## src/rtl/lutram_rd_pipe.sv

```systemverilog
// Tick-enabled delay line of {valid, addr, exp}, aligning issued reads with returning read data.
module lutram_rd_pipe #(
  parameter int unsigned A_WIDTH = 5,
  parameter int unsigned DEPTH   = 1
) (
  input  logic               clk_i,
  input  logic               rst_i,
  input  logic               tick_i,
  input  logic               push_valid_i,
  input  logic [A_WIDTH-1:0] push_addr_i,
  input  logic               push_exp_i,
  output logic               tail_valid_o,
  output logic [A_WIDTH-1:0] tail_addr_o,
  output logic               tail_exp_o
);

  logic [DEPTH-1:0]         valid_r;
  logic [DEPTH-1:0]         exp_r;
  logic [DEPTH*A_WIDTH-1:0] addr_r;

  // Shift one stage per tick; the oldest entry falls off the top.
  always_ff @(posedge clk_i or posedge rst_i) begin
    if (rst_i) begin
      valid_r <= '0;
      exp_r   <= '0;
      addr_r  <= '0;
    end else if (tick_i) begin
      valid_r <= DEPTH'({valid_r, push_valid_i});
      exp_r   <= DEPTH'({exp_r, push_exp_i});
      addr_r  <= (DEPTH*A_WIDTH)'({addr_r, push_addr_i});
    end
  end

  assign tail_valid_o = valid_r[DEPTH-1];
  assign tail_exp_o   = exp_r[DEPTH-1];
  assign tail_addr_o  = addr_r[DEPTH*A_WIDTH-1 -: A_WIDTH];

endmodule

```

## config.mk

```make
export PLATFORM = sky130hd
export DESIGN_NAME = lutram_rd_pipe
export DESIGN_NICKNAME = d
export VERILOG_FILES = /design/src/rtl/lutram_rd_pipe.sv
export SDC_FILE = /design/constraint.sdc
export NUM_CORES = 1
export LEC_CHECK = 0
export CORE_AREA = 5 5 42 44
export DETAILED_ROUTE_END_ITERATION = 12
export DIE_AREA = 0 0 47 49
export SLEW_MARGIN = 5
export SYNTH_ARGS = -nofsm -noshare
export SYNTH_HDL_FRONTEND = slang
export SYNTH_SLANG_ARGS = --single-unit
```

## constraint.sdc

```tcl
create_clock -name clk_i -period 1.1 [get_ports clk_i]
set_clock_uncertainty 0.15 [all_clocks]
set_input_delay 0.11 -clock clk_i [delete_from_list [all_inputs] [get_ports clk_i]]
set_output_delay 0.11 -clock clk_i [all_outputs]
set_load 0.03 [all_outputs]
```

==> implementation parameters <==
Parameter                              Value

Place
  Pre-CTS setup slack ... -242 ps
  Routability congestion estimate ... 0.688
  Number of port buffers ... 16
  Instance area at placement ... 469 um2
  Total half-perimeter wirelength after legalization and detailed placement ... 550 um

Synthesis
  Number of synthesized flops with an enable pin ... 0
  Primary FF master, synth ... sky130_fd_sc_hd__dfrtp_1
  Most frequent cells after synthesis ... sky130_fd_sc_hd__dfrtp_1 (7), sky130_fd_sc_hd__mux2_4 (7), sky130_fd_sc_hd__buf_6 (1), sky130_fd_sc_hd__inv_1 (1)
  Number of distinct library cells after synthesis ... 4
  Number of nets in the synthesized netlist ... 26
  Sequential cell area fraction in the yosys report ... 59.3%
  Avg Inst Size Synth ... 18.5 um2
  Synthesized instance count ... 16
  Largest area contributor in the netlist ... sky130_fd_sc_hd__dfrtp_1
  Dominant cells by area after synthesis ... sky130_fd_sc_hd__dfrtp_1 (59%), sky130_fd_sc_hd__mux2_4 (36%), sky130_fd_sc_hd__buf_6 (3.8%)
  Register bit total from synthesis ... 7
  Syn Std Cell Area ... 295 um2
  Fraction of registers with async set or reset after synthesis ... 100%
  Synth Warn # ... 0
  Post-synth top area share ... 59.3%

Floorplanning
  Die X-Extent ... 47 um
  Core outline area ... 1400 um2
  Core Rows ... 14
  # IOs ... 17
  Initial core utilization ... 21.1%
  Die area ... 2300 um2
  Die height ... 49 um

Timing
  Unrepaired setup endpoints after global routing ... true
  Max-slew violation count ... 0
  Pin slew with the least headroom to its limit ... 147 ps
  Final Hold Violating Endpoints ... 0
  Final worst path period need ... 1080 ps
  Part of the cycle the worst path needs ... 98.4%
  Finish-stage setup viols ... 0
  Setup slack after layout ... 17.1 ps
  Max transition margin ... 90.2%
  Fmax ... 923 MHz

Global routing
  Initial antenna violation count ... 0
  Pin count of the biggest net entering global routing ... 8
  Overall global routing resource usage ... 6.66%
  Total overflow reported by the global router ... 0
  Global-route wire length before repair ... 1070 um
  Number of global-route vias before repair ... 230

Finish
  Area of all placed cells without fillers ... 505 um2
  Final design utilization ... 36.1%
  P&R area growth vs syn ... 71.2%
  Fraction of final layout cells sized beyond drive strength 1 ... 53.8%
  Final Net Count ... 50
  Total inserted antenna cells ... 0

Status
  Run status ... completed

Clock network
  Total clock buffers created by CTS ... 3
  Clock H-tree levels ... 1
  TritonCTS clock tree ... done
  Clk Tree Root Cell ... sky130_fd_sc_hd__clkbuf_4
  Source-to-sink clock delay at the later pin of the worst-skew pair ... 240 ps
  Bufs on Longest Clock Path ... 2
  Sink count of the clock tree ... 7
  Total setup buffers inserted after CTS ... 0
  Clock-pin slew of the registers on the worst-case setup and hold paths ... 50 ps

Setup path
  Worst-path fanout max ... 3
  Worst Setup End Kind ... flop
  Kind of critical path ... input port to flop
  Data required time at the worst endpoint ... 1070 ps
  Nature of the critical path startpoint ... input port
  Data arrival, critical path ... 1060 ps

Power and ir drop
  P_leak ... 0.246 nW
  Switching power of the nets ... 189 uW
  Part of the power in registers ... 41.6%
  Net switching share of the total power ... 26.3%
  Combinational group share of total power ... 27.2%
  Clock share of power ... 31.2%
  Cell internal power dissipation ... 529 uW
  IR Drop Worst-Case VDD ... 482 uV
  Power per cell area ... 1420 nW/um2
  Overall power after layout ... 718 uW

Drt
  Wire length on met2 ... 357 um
  Met1 Wirelength ... 236 um
  Drt wl/cell ... 12.1 um
  Vias per inst ... 3.80
  DRC violation count after routing ... 0
  Met3 wire length ... 64 um
  First-pass DRT Iterations ... 1
  Residual antenna-violating net count after detailed routing ... 0
  Wire length after detailed routing ... 665 um
  Total via count in the routed design ... 209
  Top Layer Used ... met4
  Starting DRC count in detailed routing ... 0

Run
  Maximum Capacitance Violations ... 0

Worst hold path
  Worst hold-check path type ... input port to flop
[power by group through the flow]
stage | registers [mW] | clock network, mW | logic (mW)
after floorplan | 0.354 | 0 | 0.0551
after global placement | 0.301 | 0 | 0.193
after detailed placement | 0.303 | 0 | 0.194
after CTS | 0.299 | 0.236 | 0.198
after global routing | 0.302 | 0.250 | 0.205
final | 0.298 | 0.224 | 0.195
[sequential cells by signal (all words and copies together), names as in the netlist]
register / count
tail_valid_o: 1
tail_addr_o: 5
tail_exp_o: 1
[path summary, 6_finish.rpt]
check	slack, ps	cells past startpoint	startpoint	endpoint
hold / removal	330	2	push_addr_i[4]	tail_addr_o[4]$_DFFE_PP0P_
setup / recovery	20	3	tick_i	tail_addr_o[3]$_DFFE_PP0P_
max in group asynchronous	160	3	rst_i	tail_valid_o$_DFFE_PP0P_
setup reg to reg	180	1	tail_addr_o[3]$_DFFE_PP0P_	tail_addr_o[3]$_DFFE_PP0P_
min in group asynchronous	490	3	rst_i	tail_addr_o[2]$_DFFE_PP0P_
hold reg to reg	360	1	tail_addr_o[2]$_DFFE_PP0P_	tail_addr_o[2]$_DFFE_PP0P_
[worst max-delay path: stages]
cell	delay (ps)
sky130_fd_sc_hd__clkdlybuf4s50_1	500
sky130_fd_sc_hd__buf_4	150
sky130_fd_sc_hd__mux2_4	300
[layout by cell type, fill, tap and decap left out, drive strengths merged]
master / n
dlygate4sd3: 1
inv: 1
dfrtp: 7
clkdlybuf4s50: 9
clkbuf: 4
buf: 10
mux2: 7
[kinds of logic (layout without fill, tap and decap cells)]
| logic type | count (synthesis) | after routing | share of synthesized area [%] |
|---|---|---|---|
| buffers and inverters | 2 | 25 | 5.08 |
| flip-flops | 7 | 7 | 59.3 |
| multiplexers | 7 | 7 | 35.6 |
[cell type report]
cell class,instances,area [um2]
Clock buffer,4,26.3
Fill cell,153,896
Inverter,1,3.75
Multi-Input combinational cell,7,105
Sequential cell,7,175
Tap cell,16,20.0
Timing Repair Buffer,20,175
[layer usage]
metal / track usage [%] / vias to the layer above
met1: 6.05 / 99
met5: 0 / -
met2: 11.1 / 8
met4: 4.15 / 0
li1: - / 100
met3: 3.32 / 2
[through the flow]
step	instances	hold WS, ps	TNS, ps
floorplan	16	-237	0
global placement	50	209	-1470
detailed placement	50	216	-1570
CTS	55	323	0
global route	55	320	-7.32
finish	55	331	0
[timing repair]
| item | CTS | global route |
|---|---|---|
| endpoints found under the hold margin | 7 | 0 |
| setup endpoints to repair | 0 | 5 |
| gates resized for setup | 0 | 1 |
| hold buffers | 1 | 0 |
(Power assumes the default switching activity.)
